**src/rtl/alu_sequencer.sv**
```systemverilog
// alu_sequencer: debounced single-key operand entry for the lab ALU.
// The user presses the key three times to load operand A, operand B and a
// 3-bit function code from the 4-bit switch nibble. The third press issues a
// req/ack request to the ALU. The result is captured for display, or 8'hFF
// with error=1 if no ack arrives within TIMEOUT_CYCLES cycles.
// Ports:
//   clock, reset    system clock (rising edge), async active-high reset
//   sw[3:0]         data nibble, sampled only on an accepted press
//   key_enter       raw push-button level, active-high, bouncy
//   result[7:0]     ALU output, valid while ack=1
//   ack             ALU response strobe, only looked at in ISSUE
//   op_a, op_b      registered operands
//   op_fn           registered function code
//   req             request strobe, high only in ISSUE
//   result_q        captured result
//   state           current state code
//   error           set when the ack wait times out
module alu_sequencer #(
  parameter int DEBOUNCE_CYCLES = 4,
  parameter int TIMEOUT_CYCLES  = 15
) (
  input  logic       clock,
  input  logic       reset,
  input  logic [3:0] sw,
  input  logic       key_enter,
  input  logic [7:0] result,
  input  logic       ack,
  output logic [3:0] op_a,
  output logic [3:0] op_b,
  output logic [2:0] op_fn,
  output logic       req,
  output logic [7:0] result_q,
  output logic [2:0] state,
  output logic       error
);

  localparam int DW = (DEBOUNCE_CYCLES > 1) ? $clog2(DEBOUNCE_CYCLES) : 1;
  localparam int TW = (TIMEOUT_CYCLES > 1) ? $clog2(TIMEOUT_CYCLES) : 1;

  typedef enum logic [2:0] {
    LOAD_A  = 3'd0,
    LOAD_B  = 3'd1,
    LOAD_FN = 3'd2,
    ISSUE   = 3'd3,
    DONE    = 3'd4
  } state_t;

  state_t cur, nxt;

  // Key input: 2-flop synchronizer, then a level debouncer. The debounced
  // level only follows the synced level after it has differed for
  // DEBOUNCE_CYCLES consecutive edges.
  logic [1:0]    sync;
  logic          db, db_d;
  logic [DW-1:0] db_cnt;
  logic          press;

  always_ff @(posedge clock or posedge reset) begin
    if (reset) begin
      sync   <= '0;
      db     <= 1'b0;
      db_d   <= 1'b0;
      db_cnt <= '0;
    end else begin
      sync <= {sync[0], key_enter};
      db_d <= db;
      if (sync[1] == db) begin
        db_cnt <= '0;
      end else if (db_cnt == DW'(DEBOUNCE_CYCLES - 1)) begin
        db     <= sync[1];
        db_cnt <= '0;
      end else begin
        db_cnt <= db_cnt + 1'b1;
      end
    end
  end

  assign press = db & ~db_d;

  // Next-state and datapath next values
  logic [3:0]    a_n, b_n;
  logic [2:0]    fn_n;
  logic          req_n, err_n;
  logic [7:0]    res_n;
  logic [TW-1:0] wcnt, wcnt_n;

  always_comb begin
    nxt    = cur;
    a_n    = op_a;
    b_n    = op_b;
    fn_n   = op_fn;
    req_n  = req;
    res_n  = result_q;
    err_n  = error;
    wcnt_n = wcnt;
    case (cur)
      LOAD_A: if (press) begin
        a_n = sw;
        nxt = LOAD_B;
      end
      LOAD_B: if (press) begin
        b_n = sw;
        nxt = LOAD_FN;
      end
      LOAD_FN: if (press) begin
        fn_n   = sw[2:0];
        req_n  = 1'b1;
        wcnt_n = '0;
        nxt    = ISSUE;
      end
      ISSUE: begin
        // ack is checked first so an ack on the timeout edge still wins
        if (ack) begin
          res_n = result;
          req_n = 1'b0;
          nxt   = DONE;
        end else if (wcnt == TW'(TIMEOUT_CYCLES - 1)) begin
          err_n = 1'b1;
          res_n = 8'hFF;
          req_n = 1'b0;
          nxt   = DONE;
        end else begin
          wcnt_n = wcnt + 1'b1;
        end
      end
      DONE: if (press) begin
        err_n = 1'b0;
        nxt   = LOAD_A;
      end
      default: begin
        // Illegal codes recover to LOAD_A without leaving a request pending
        req_n = 1'b0;
        nxt   = LOAD_A;
      end
    endcase
  end

  always_ff @(posedge clock or posedge reset) begin
    if (reset) cur <= LOAD_A;
    else       cur <= nxt;
  end

  always_ff @(posedge clock or posedge reset) begin
    if (reset) begin
      op_a     <= '0;
      op_b     <= '0;
      op_fn    <= '0;
      req      <= 1'b0;
      result_q <= 8'h00;
      error    <= 1'b0;
      wcnt     <= '0;
    end else begin
      op_a     <= a_n;
      op_b     <= b_n;
      op_fn    <= fn_n;
      req      <= req_n;
      result_q <= res_n;
      error    <= err_n;
      wcnt     <= wcnt_n;
    end
  end

  assign state = cur;

endmodule

```
**config.mk**
```make
export PLATFORM = sky130hd
export DESIGN_NAME = alu_sequencer
export DESIGN_NICKNAME = d
export VERILOG_FILES = /design/src/rtl/alu_sequencer.sv
export SDC_FILE = /design/constraint.sdc
export NUM_CORES = 1
export LEC_CHECK = 0
export CAP_MARGIN = 25
export CORE_ASPECT_RATIO = 1.5
export CORE_MARGIN = 2
export CORE_UTILIZATION = 50
export CTS_BUF_LIST = sky130_fd_sc_hd__clkbuf_8
export DETAILED_ROUTE_END_ITERATION = 10
export GPL_ROUTABILITY_DRIVEN = 0
export GPL_TIMING_DRIVEN = 0
export PLACE_DENSITY = 0.82
export SLEW_MARGIN = 20
export SYNTH_ARGS = -nofsm -noshare
export SYNTH_HDL_FRONTEND = slang
export SYNTH_SLANG_ARGS = --single-unit
```
**constraint.sdc**
```tcl
create_clock -name clock -period 1.75 [get_ports clock]
set_input_delay 0.35 -clock clock [delete_from_list [all_inputs] [get_ports clock]]
set_output_delay 0.35 -clock clock [all_outputs]
set_load 0.01 [all_outputs]
```
==> impl_metrics.yaml <==
clocking:
  clock-root-buffer: "clkbuf_8"
  cts_tree: "built"
  numCtsBuffers: 5
  clock_latency_ps: 290
  h-tree-depth: 2
  clockBufferDepth: 2
  path_clk_slew_ps: 70
  cts_num_sinks: 34
critical_path:
  rrSetupSlack_ps: 130
  crit_path_end_kind: "register"
  path_max_fanout: 8
  worstReg2RegStart: "wcnt[0]$_DFFE_PP0P_"
  r2r-end: "result_q[4]$_DFFE_PP0P_"
  required_ps: 1930
  startpoint: "wcnt[0]$_DFFE_PP0P_"
  worst-r2r-cell-count: 5
  crit_arrival_ps: 1800
  path_class: "register to register"
  cp-start-kind: "register"
power:
  peakVddDrop_v: 0.00149
  p_per_area_mw_per_mm2: 1800
  p_total_uw: 3670
  power.leakage_uw: 0.000860
die:
  placement_rows: 24
  die_y_um: 71.2
  core-area_sq_mm: 0.00288
  start_util_pct: 52.3
  dieWidth_um: 48.8
  ios: 40
  die-area_sq_mm: 0.00348
drt:
  vias: 1115
  route.met2.wl_um: 1800
  routedWlPerCell_um: 16.3
  drc: 0
  highest_layer: "met4"
  routed_via_density: 5.47
  wl_met3_um: 170
  drt_first_pass_iters: 4
  finalWirelength_um: 3320
  drtIter0Drc: 41
  wirelength_met1_um: 1280
  antenna_left: 0
timing:
  rsz0062_at_grt: "false"
  period_share_pct: 92.7
  tightest_slew_ps: 684
  setup_violations: 0
  clock_skew_ps: 3.05
  slew_headroom_pct: 54.4
  fmax_ghz: 0.616
  period_needed_ps: 1620
  finalHoldViolations: 0
  final-max-slew-violation-count: 0
global_route:
  grt_pass1_vias: 1186
  grt_overflow: 0
  grt_max_degree: 35
  grt_first_pass_wirelength_um: 5400
  grtUsageTotal_pct: 20.6
  antenna_found_initial: 0
placed_design:
  io_buffers: 39
  place_hpwl_um: 2370
  place_area_sq_mm: 0.00195
yosys:
  async_flop_share_pct: 100
  synthFlopType: "dfrtp_1"
  syn_nets: 137
  synth_area_sq_mm: 0.00151
  synth-edff-count: 0
  syn_avg_cell_area_sq_um: 12.8
  synth_cells: 118
  ys_seq_elements: 34
  yosysWarnings: 0
  ys_types: 37
  synth_seq_area_share_pct: 56.5
cells_and_area:
  area_delta_synth_final_pct: 35.5
  num-nets-final: 183
  utilization_pct: 70.8
  drive_above_1_share_pct: 23.0
  diodes: 0
  final_area_sq_mm: 0.00204
job:
  maxCapViolCount: 0
worst_hold_path:
  whs_path_depth: 0
  hold_class: "register to register"
  hold_path_end: "sync[1]$_DFF_PP0_"
  hp-start: "sync[0]$_DFF_PP0_"
run_status:
  outcome: "finished clean"
-- worst max-delay path, cell delays in order, from the launching register on --
cell and delay [ps]:
dfrtp_1 410, inv_1 110, ha_1 270, a31oi_2 350, nor2_2 150, o22a_2 220
-- what timing repair did --
action                                  4_1_cts  5_1_grt
gates resized for setup                       1        1
gates cloned                                  0        0
hold buffers                                  0        0
hold endpoints to repair                      0        0
setup buffers                                 0        0
endpoints found under the setup margin        8        8
-- sequential cells by signal, summed over array words and instances, names as in the netlist --
name	cells
state	3
op_fn	3
db_d	1
op_a	4
wcnt	4
db_cnt	2
error	1
db	1
sync	2
op_b	4
req	1
result_q	8
-- stage by stage --
stage               setup TNS [ps]  setup WS, ps  instances  hold slack [ps]
floorplan                        0           289        118              331
global placement             -3200          -105        196              343
detailed placement           -1280          -162        196              342
CTS                              0          21.6        204              369
global route                     0          51.5        204              377
finish                           0           128        204              362
-- metal layers --
layer | global-route usage [%] | vias up
met3 | 5.83 | 6
met4 | 10.2 | 0
met5 | 0 | -
met1 | 23.0 | 541
met2 | 35.9 | 43
li1 | - | 525
-- how the worst max path moves through the flow --
stage,endpoint,depth (start not counted)
2_1_floorplan,result_q[0]$_DFFE_PP0P_,5
3_3_place_gp,result_q[5]$_DFFE_PP0P_,4
3_5_place_dp,result_q[4]$_DFFE_PP0P_,4
4_1_cts,result_q[4]$_DFFE_PP0P_,5
5_1_grt,result_q[6]$_DFFE_PP0P_,5
6_report,result_q[4]$_DFFE_PP0P_,5
-- area by class of cell --
class | count | area, sq um
buffer | 4 | 27.5
multi-input combinational | 75 | 618
tap | 39 | 48.8
clock buffer | 5 | 68.8
timing repair buffer | 39 | 390
clock inverter | 3 | 17.5
fill | 218 | 842
inverter | 5 | 18.8
sequential | 34 | 851
-- layout by cell type, fill, tap and decap left out, types with 4 or more instances in the layout --
cell type	count
nor2b_1	4
mux2_2	12
inv_1	5
clkdlybuf4s50_1	39
dfrtp_1	34
nand3_1	4
clkbuf_8	5
nand2_1	8
o22a_2	8
-- synthesized netlist by cell type, types with 2 or more instances --
| library cell | number | area, sq um |
|---|---|---|
| nand2_1 | 8 | 30.0 |
| nand2b_1 | 2 | 12.5 |
| dfrtp_1 | 34 | 851 |
| nand4_1 | 2 | 12.5 |
| o22a_2 | 8 | 80.1 |
| o211ai_1 | 3 | 22.5 |
| ha_1 | 3 | 37.5 |
| a21boi_0 | 2 | 15.0 |
| inv_1 | 5 | 18.8 |
| mux2_2 | 12 | 135 |
| nor2b_1 | 4 | 25.0 |
| a21oi_1 | 3 | 15.0 |
| nand4b_1 | 2 | 17.5 |
| nand3_1 | 4 | 20.0 |
| nor2_1 | 3 | 11.3 |
| o21a_1 | 2 | 15.0 |
-- cells by family (layout without fill, tap and decap cells) --
| group | count (synthesis) | count (layout) | share of synthesized area, % |
|---|---|---|---|
| DFF | 34 | 34 | 56.5 |
| and+or+nand+nor | 33 | 33 | 14.2 |
| AOI/OAI and AO/OA | 26 | 26 | 14.2 |
| muxes | 12 | 12 | 8.97 |
| buffers and inverters | 9 | 56 | 3.07 |
| adders and majority gates | 3 | 3 | 2.49 |
| xor gates and xnor gates | 1 | 1 | 0.582 |
-- where the power goes --
group	internal (uW)	switching (uW)	leakage (uW)
sequential	1140	237	0.000399
clock	274	289	0.0000493
combinational	986	747	0.000412
total	2400	1270	0.000860
No activity file was read; power rests on OpenSTA's default activity.
